**config.mk**
```make
export PLATFORM = sky130hd
export DESIGN_NAME = multicycle_control_fsm_flat
export DESIGN_NICKNAME = d
export VERILOG_FILES = /design/src/rtl/multicycle_control_fsm_if.sv /design/src/rtl/multicycle_control_fsm.sv /design/src/flat_wrapper.sv
export SDC_FILE = /design/constraint.sdc
export NUM_CORES = 1
export LEC_CHECK = 0
export CORE_AREA = 10 10 47 49
export DETAILED_ROUTE_END_ITERATION = 8
export DIE_AREA = 0 0 57 59
export PLACE_DENSITY = 0.75
export SETUP_SLACK_MARGIN = 0.15
export SLEW_MARGIN = 20
export SYNTH_ARGS = -nofsm -noshare
export SYNTH_HDL_FRONTEND = slang
export SYNTH_SLANG_ARGS = --single-unit
export TNS_END_PERCENT = 10
```
**constraint.sdc**
```tcl
create_clock -name clk -period 1.85 [get_ports clk]
set_input_delay 0.37 -clock clk [delete_from_list [all_inputs] [get_ports clk]]
set_output_delay 0.37 -clock clk [all_outputs]
set_load 0.02 [all_outputs]
```
**src/rtl/multicycle_control_fsm_if.sv**
```systemverilog
// Control bundle between the multicycle main FSM and the datapath.
// master: the control FSM (consumes opcode/mem_ready, drives selects and strobes).
// slave:  the datapath/memory side.
interface multicycle_control_fsm_if;
    logic [3:0] opcode;
    logic       mem_ready;
    logic [2:0] state;
    logic       ir_write;
    logic       pc_write;
    logic       pc_write_cond;
    logic       pc_source;
    logic       iord;
    logic       mem_read;
    logic       mem_write;
    logic       reg_write;
    logic       reg_dst;
    logic       mem_to_reg;
    logic       alu_src_a;
    logic [1:0] alu_src_b;
    logic [1:0] alu_op;
    logic       halted;
    logic       illegal_op;

    modport master (
        input  opcode, mem_ready,
        output state, ir_write, pc_write, pc_write_cond, pc_source, iord, mem_read,
               mem_write, reg_write, reg_dst, mem_to_reg, alu_src_a, alu_src_b, alu_op,
               halted, illegal_op
    );

    modport slave (
        output opcode, mem_ready,
        input  state, ir_write, pc_write, pc_write_cond, pc_source, iord, mem_read,
               mem_write, reg_write, reg_dst, mem_to_reg, alu_src_a, alu_src_b, alu_op,
               halted, illegal_op
    );
endinterface

```
**src/rtl/multicycle_control_fsm.sv**
```systemverilog
// Main control FSM of the 16-bit multicycle CPU: FETCH/DECODE/EXEC/MEM/WB/HALT.
// Outputs are combinational from state and opcode and forced to 0 while reset is high.
// Optional feature macro: MEM_WAIT_EN -- FETCH and MEM wait for mem_ready, with a
// MEM_TIMEOUT-cycle watchdog that parks the FSM in HALT.
module multicycle_control_fsm #(
    parameter logic [3:0]  OPC_HALT    = 4'b1111,
    parameter int unsigned MEM_TIMEOUT = 15
) (
    input  logic                   clk,
    input  logic                   reset,
    multicycle_control_fsm_if.master bus
);

    typedef enum logic [2:0] {
        StFetch  = 3'd0,
        StDecode = 3'd1,
        StExec   = 3'd2,
        StMem    = 3'd3,
        StWb     = 3'd4,
        StHalt   = 3'd5
    } state_e;

    typedef enum logic [2:0] {
        ClsR, ClsShift, ClsLw, ClsSw, ClsBeq, ClsImm, ClsHalt, ClsIllegal
    } op_cls_e;

    state_e  state_q, state_d;
    op_cls_e cls;
    logic    mem_ok;
    logic    timeout;

    logic       ir_write, pc_write, pc_write_cond, pc_source, iord;
    logic       mem_read, mem_write, reg_write, reg_dst, mem_to_reg, alu_src_a;
    logic [1:0] alu_src_b, alu_op;
    logic       halted, illegal_op;

    // Classify the opcode; HALT is checked first so OPC_HALT wins over any overlap.
    always_comb begin
        cls = ClsIllegal;
        if (bus.opcode == OPC_HALT) begin
            cls = ClsHalt;
        end else begin
            case (bus.opcode)
                4'b0000:                   cls = ClsR;
                4'b0010:                   cls = ClsShift;
                4'b0001:                   cls = ClsLw;
                4'b0011:                   cls = ClsSw;
                4'b0101:                   cls = ClsBeq;
                4'b1001, 4'b1010, 4'b1011: cls = ClsImm;
                default:                   cls = ClsIllegal;
            endcase
        end
    end

`ifdef MEM_WAIT_EN
    logic [7:0] wait_cnt_q;

    assign mem_ok  = bus.mem_ready;
    assign timeout = (wait_cnt_q == 8'(MEM_TIMEOUT - 1));

    // Wait counter: cleared on every state change, counts cycles spent stalled.
    always_ff @(posedge clk or posedge reset) begin
        if (reset) begin
            wait_cnt_q <= 8'd0;
        end else if (state_d != state_q) begin
            wait_cnt_q <= 8'd0;
        end else if (state_q == StFetch || state_q == StMem) begin
            wait_cnt_q <= wait_cnt_q + 8'd1;
        end
    end
`else
    logic unused_wait_cfg;

    assign mem_ok          = 1'b1;
    assign timeout         = 1'b0;
    assign unused_wait_cfg = bus.mem_ready ^ (MEM_TIMEOUT == 0);
`endif

    // State register.
    always_ff @(posedge clk or posedge reset) begin
        if (reset) begin
            state_q <= StFetch;
        end else begin
            state_q <= state_d;
        end
    end

    // Next-state logic; a ready in the timeout cycle takes priority over the halt.
    always_comb begin
        state_d = state_q;
        unique case (state_q)
            StFetch: begin
                if (mem_ok)       state_d = StDecode;
                else if (timeout) state_d = StHalt;
            end
            StDecode: begin
                if (cls == ClsHalt)         state_d = StHalt;
                else if (cls == ClsIllegal) state_d = StFetch;
                else                        state_d = StExec;
            end
            StExec: begin
                case (cls)
                    ClsR, ClsShift, ClsImm: state_d = StWb;
                    ClsLw, ClsSw:           state_d = StMem;
                    default:                state_d = StFetch;
                endcase
            end
            StMem: begin
                if (mem_ok)       state_d = (cls == ClsLw) ? StWb : StFetch;
                else if (timeout) state_d = StHalt;
            end
            StWb:    state_d = StFetch;
            StHalt:  state_d = StHalt;
            default: state_d = StFetch;
        endcase
    end

    // Output decode from state and opcode class; everything quiet while in reset.
    always_comb begin
        ir_write      = 1'b0;
        pc_write      = 1'b0;
        pc_write_cond = 1'b0;
        pc_source     = 1'b0;
        iord          = 1'b0;
        mem_read      = 1'b0;
        mem_write     = 1'b0;
        reg_write     = 1'b0;
        reg_dst       = 1'b0;
        mem_to_reg    = 1'b0;
        alu_src_a     = 1'b0;
        alu_src_b     = 2'b00;
        alu_op        = 2'b00;
        halted        = 1'b0;
        illegal_op    = 1'b0;
        if (!reset) begin
            unique case (state_q)
                StFetch: begin
                    mem_read  = 1'b1;
                    ir_write  = mem_ok;
                    pc_write  = mem_ok;
                    alu_src_b = 2'b01;
                end
                StDecode: begin
                    // Branch target into ALUOut ahead of a possible BEQ.
                    alu_src_b  = 2'b11;
                    illegal_op = (cls == ClsIllegal);
                end
                StExec: begin
                    alu_src_a = 1'b1;
                    case (cls)
                        ClsR:     alu_op = 2'b10;
                        ClsShift: alu_op = 2'b11;
                        ClsImm: begin
                            alu_src_b = 2'b10;
                            alu_op    = 2'b11;
                        end
                        ClsLw, ClsSw: alu_src_b = 2'b10;
                        ClsBeq: begin
                            alu_op        = 2'b01;
                            pc_write_cond = 1'b1;
                            pc_source     = 1'b1;
                        end
                        default: ;
                    endcase
                end
                StMem: begin
                    iord      = 1'b1;
                    mem_read  = (cls == ClsLw);
                    mem_write = (cls == ClsSw);
                end
                StWb: begin
                    reg_write  = 1'b1;
                    reg_dst    = (cls == ClsR) || (cls == ClsShift);
                    mem_to_reg = (cls == ClsLw);
                end
                StHalt:  halted = 1'b1;
                default: ;
            endcase
        end
    end

    assign bus.state         = state_q;
    assign bus.ir_write      = ir_write;
    assign bus.pc_write      = pc_write;
    assign bus.pc_write_cond = pc_write_cond;
    assign bus.pc_source     = pc_source;
    assign bus.iord          = iord;
    assign bus.mem_read      = mem_read;
    assign bus.mem_write     = mem_write;
    assign bus.reg_write     = reg_write;
    assign bus.reg_dst       = reg_dst;
    assign bus.mem_to_reg    = mem_to_reg;
    assign bus.alu_src_a     = alu_src_a;
    assign bus.alu_src_b     = alu_src_b;
    assign bus.alu_op        = alu_op;
    assign bus.halted        = halted;
    assign bus.illegal_op    = illegal_op;

endmodule

```
**src/flat_wrapper.sv**
```systemverilog
// flat-port wrapper written by rule: the top's interface ports become plain ports
module multicycle_control_fsm_flat 
#(
    parameter logic [3:0]  OPC_HALT    = 4'b1111,
    parameter int unsigned MEM_TIMEOUT = 15
)
  (clk, reset, bus_opcode, bus_mem_ready, bus_state, bus_ir_write, bus_pc_write, bus_pc_write_cond, bus_pc_source, bus_iord, bus_mem_read, bus_mem_write, bus_reg_write, bus_reg_dst, bus_mem_to_reg, bus_alu_src_a, bus_alu_src_b, bus_alu_op, bus_halted, bus_illegal_op);
  multicycle_control_fsm_if bus_i ();
  input  logic clk;
  input  logic reset;
  input wire logic [$bits(bus_i.opcode)-1:0] bus_opcode;
  input wire logic [$bits(bus_i.mem_ready)-1:0] bus_mem_ready;
  output wire logic [$bits(bus_i.state)-1:0] bus_state;
  output wire logic [$bits(bus_i.ir_write)-1:0] bus_ir_write;
  output wire logic [$bits(bus_i.pc_write)-1:0] bus_pc_write;
  output wire logic [$bits(bus_i.pc_write_cond)-1:0] bus_pc_write_cond;
  output wire logic [$bits(bus_i.pc_source)-1:0] bus_pc_source;
  output wire logic [$bits(bus_i.iord)-1:0] bus_iord;
  output wire logic [$bits(bus_i.mem_read)-1:0] bus_mem_read;
  output wire logic [$bits(bus_i.mem_write)-1:0] bus_mem_write;
  output wire logic [$bits(bus_i.reg_write)-1:0] bus_reg_write;
  output wire logic [$bits(bus_i.reg_dst)-1:0] bus_reg_dst;
  output wire logic [$bits(bus_i.mem_to_reg)-1:0] bus_mem_to_reg;
  output wire logic [$bits(bus_i.alu_src_a)-1:0] bus_alu_src_a;
  output wire logic [$bits(bus_i.alu_src_b)-1:0] bus_alu_src_b;
  output wire logic [$bits(bus_i.alu_op)-1:0] bus_alu_op;
  output wire logic [$bits(bus_i.halted)-1:0] bus_halted;
  output wire logic [$bits(bus_i.illegal_op)-1:0] bus_illegal_op;
  assign bus_i.opcode = bus_opcode;
  assign bus_i.mem_ready = bus_mem_ready;
  assign bus_state = bus_i.state;
  assign bus_ir_write = bus_i.ir_write;
  assign bus_pc_write = bus_i.pc_write;
  assign bus_pc_write_cond = bus_i.pc_write_cond;
  assign bus_pc_source = bus_i.pc_source;
  assign bus_iord = bus_i.iord;
  assign bus_mem_read = bus_i.mem_read;
  assign bus_mem_write = bus_i.mem_write;
  assign bus_reg_write = bus_i.reg_write;
  assign bus_reg_dst = bus_i.reg_dst;
  assign bus_mem_to_reg = bus_i.mem_to_reg;
  assign bus_alu_src_a = bus_i.alu_src_a;
  assign bus_alu_src_b = bus_i.alu_src_b;
  assign bus_alu_op = bus_i.alu_op;
  assign bus_halted = bus_i.halted;
  assign bus_illegal_op = bus_i.illegal_op;
  multicycle_control_fsm #(.OPC_HALT(OPC_HALT), .MEM_TIMEOUT(MEM_TIMEOUT)) u_core (.clk(clk), .reset(reset), .bus(bus_i));
endmodule
```
==> flow_summary.ini, run 1 <==
[clocking]
htreeDepth = 1
cts_tree = built
clock_latency_ns = 0.24
cts_made_buffers = 3
root_buffer = clkbuf_4
clkTransAtPathRegs_ns = 0.04
clk_path_buf_depth = 2
cts_hold_buf = 0
clock_sinks = 3

[timing]
maxSlewHeadroom_pct = 79.9
fin_ws_ns = 0.0805
finalCritPeriodShare_pct = 95.6
min_period_ns = 1.77
setup_viol = 0
setup_tns_ns = 0
tightest_slew_ns = 0.297
finalHoldViolCount = 0
rsz0062_at_grt = yes
slew_viol_final = 0
finClkSkew_ns = 0.00160
fmax_mhz = 565

[placed_design]
post-place-ws_ns = -0.748
port_buffers = 25
place_hpwl_um = 1380
gp_congestion = 0.822

[synthesis]
syn-num-nets = 76
yosysWarnings = 0
netlist_top_cells_area = dfrtp_1 16%, nor2_1 7.3%, nand2b_1 6.8%, inv_1 5.7%, a211oi_1 4.9%
synth_top_cell_area_share_pct = 16.2
synthMostInstantiatedCell = nor2_1
yosys.area.top_type = dfrtp_1
synth_edf_count = 0
synthArstFlopShare_pct = 100
post_synth_num_cell_types = 30
synth_commonest_cells = 9 x nor2_1, 7 x inv_1, 5 x nand2b_1, 4 x nand2_1
synth-seq-cells = 3
synthCells = 69
yosysSeqAreaShare_pct = 16.2
synthFlopType = dfrtp_1
netlist_area_um2 = 463
syn_avg_cell_area_um2 = 6.71

[floorplanning]
fp.dieW_um = 57
rows = 14
core_area_um2 = 1400
pin_count = 27
start_util_pct = 33.0
dieArea_um2 = 3360
die_y_um = 59

[layout]
syn_to_final_growth_pct = 102
nNetsFinal = 122
antenna_cells = 0
fillers = 138
largest_reg_flops = 3
multiInputGateArea_um2 = 408
final_layout_size_suffix_gt1_share_pct = 57.9
seq_area_um2 = 77.6

[setup_path]
r2r_end = u_core.bus.state[1]$_DFF_PP0_
endpoint_kind = output port
critPathSlowestCell = or4b_4
r2r-start = u_core.bus.state[0]$_DFF_PP0_
cp_data_arrival_time_ns = 1.40
r2r_cells = 4
path_delay_family = simple AND/OR/NAND/NOR gates
r2r_slack_ns = 0.54
crit_fanout = 3
path_cells = clkdlybuf4s15_1 -> or4b_4 -> nor2_4 -> o21a_1 -> buf_6
path_buf_inv = 2
criticalPathCategory = in -> out
required_ns = 1.48
startpoint_type = input pin
cp_slowest_stage_delay_ns = 0.50

[route]
ant_nets = 0
wirelength_um = 1740
via_count = 670
drc = 0
drtPass1Iterations = 4
drt_iter0_drc = 2
vias_per_cell = 5.15
routedWlPerCell_um = 13.4

[power]
pwr-share-clk_pct = 11.7
power.switching_mw = 0.468
sequentialPowerShare_pct = 13.4
internal_power_mw = 0.579
ir_worst_vdd_mv = 0.576
report.power.total_mw = 1.05
power_switching_share_pct = 44.7
comb_power_share_pct = 75.0
leakagePower_nw = 0.485
p_per_area_nw_per_um2 = 1120

[grt]
grt_max_degree = 13
grt_pass1_wl_um = 3020
overflow = 0
grt_util_all_layers_pct = 10.9
first_global_vias = 663
grt_antenna_before_repair = 0

[worst_hold_path]
hold_class = in -> async

[status]
outcome = complete, no violations

[run]
maxCapViolCount = 0
## per-layer routing
layer  part of all wire, %  track usage, %  routed length [um]
met5                     0               0                   0
met1                    39            10.5                 677
met4                   2.9            6.71                  50
met2                    53            19.5                 926
met3                   5.1            3.86                  89
## placed cells by master (no fill, tap or decap), drive strengths merged
master | Yosys | final
and4b | 1 | 1
and2 | 1 | 1
or2 | 1 | 1
nand2b | 5 | 5
a21oi | 3 | 3
o211a | 1 | 1
or3b | 2 | 2
inv | 7 | 7
nor3b | 1 | 1
or4b | 1 | 1
nor4 | 2 | 2
clkbuf | 2 | 6
o41ai | 1 | 1
nand2 | 4 | 4
buf | 6 | 40
nor2b | 3 | 3
a211oi | 3 | 3
clkdlybuf4s50 | 0 | 1
o21ai | 4 | 4
o21a | 1 | 1
clkdlybuf4s15 | 0 | 3
a221o | 1 | 1
and2b | 1 | 1
nand3 | 2 | 2
nor2 | 9 | 9
a311o | 1 | 1
nor3 | 2 | 2
o32ai | 1 | 1
dlygate4sd2 | 0 | 2
dfrtp | 3 | 3
dlymetal6s2s | 0 | 1
## worst max-delay path by stage
stage	from	end	slack, ns	depth (start not counted)
after floorplan	u_core.bus.state[0]$_DFF_PP0_	bus_pc_write_cond	-0.06	5
after global placement	bus_opcode[2]	bus_mem_read	-0.71	5
after detailed placement	bus_opcode[2]	bus_mem_read	-0.75	5
after CTS	u_core.bus.state[0]$_DFF_PP0_	bus_alu_src_b[1]	0.03	4
after global routing	u_core.bus.state[0]$_DFF_PP0_	bus_alu_src_b[1]	0.04	4
final	bus_opcode[0]	bus_mem_read	0.08	5
## layout make-up
class                           count  area share [%]
Inverter                            7            2.81
Clock buffer                        4            2.81
Sequential cell                     3            8.29
Timing Repair Buffer               49            40.4
Multi-Input combinational cell     51            43.6
Tap cell                           16            2.14
## power groups by stage
stage,clock [mW],combinational (mW),sequential (mW)
floorplan,0,0.408,0.150
finish,0.122,0.785,0.140
CTS,0.121,0.756,0.140
detailed placement,0,0.765,0.137
global route,0.132,0.844,0.145
global placement,0,0.755,0.135
## cell families (layout without fill, tap and decap cells)
logic type | Yosys count | count (layout) | share of synthesized area (%)
AOI/OAI and AO/OA | 16 | 16 | 24.3
buffers and inverters | 15 | 60 | 16.2
DFF | 3 | 3 | 16.2
and+or+nand+nor | 35 | 35 | 43.2
## per-stage QoR
step           hold slack, ns  area (um2)  utilization (%)  instances
2_1_floorplan           0.140         534                -         69
3_3_place_gp            0.671         911             65.0        124
3_5_place_dp            0.679         911             65.0        124
4_1_cts                 0.284         921             65.7        129
5_1_grt                 0.306         936             66.8        130
6_report                0.284         936             66.8        130
## what timing repair did
| action | 4_1_cts | 5_1_grt |
|---|---|---|
| resized for setup | 96 | 9 |
| buffers inserted | 1 | 1 |
| endpoints found under the setup margin | 20 | 19 |
| pin swaps | 7 | 3 |
## tightest hold or removal path, stage by stage
cell           delay [ns]
dlygate4sd2_1        0.27
inv_1                0.08
buf_4                0.13
No activity file was read; power rests on OpenSTA's default activity.
==> run 2: changes to the inputs <==
- CAP_MARGIN: default -> 20
- SLEW_MARGIN: 20 -> 5
==> results of run 2 <==
Final layout, timing and power as in run 1 (identical DEF).
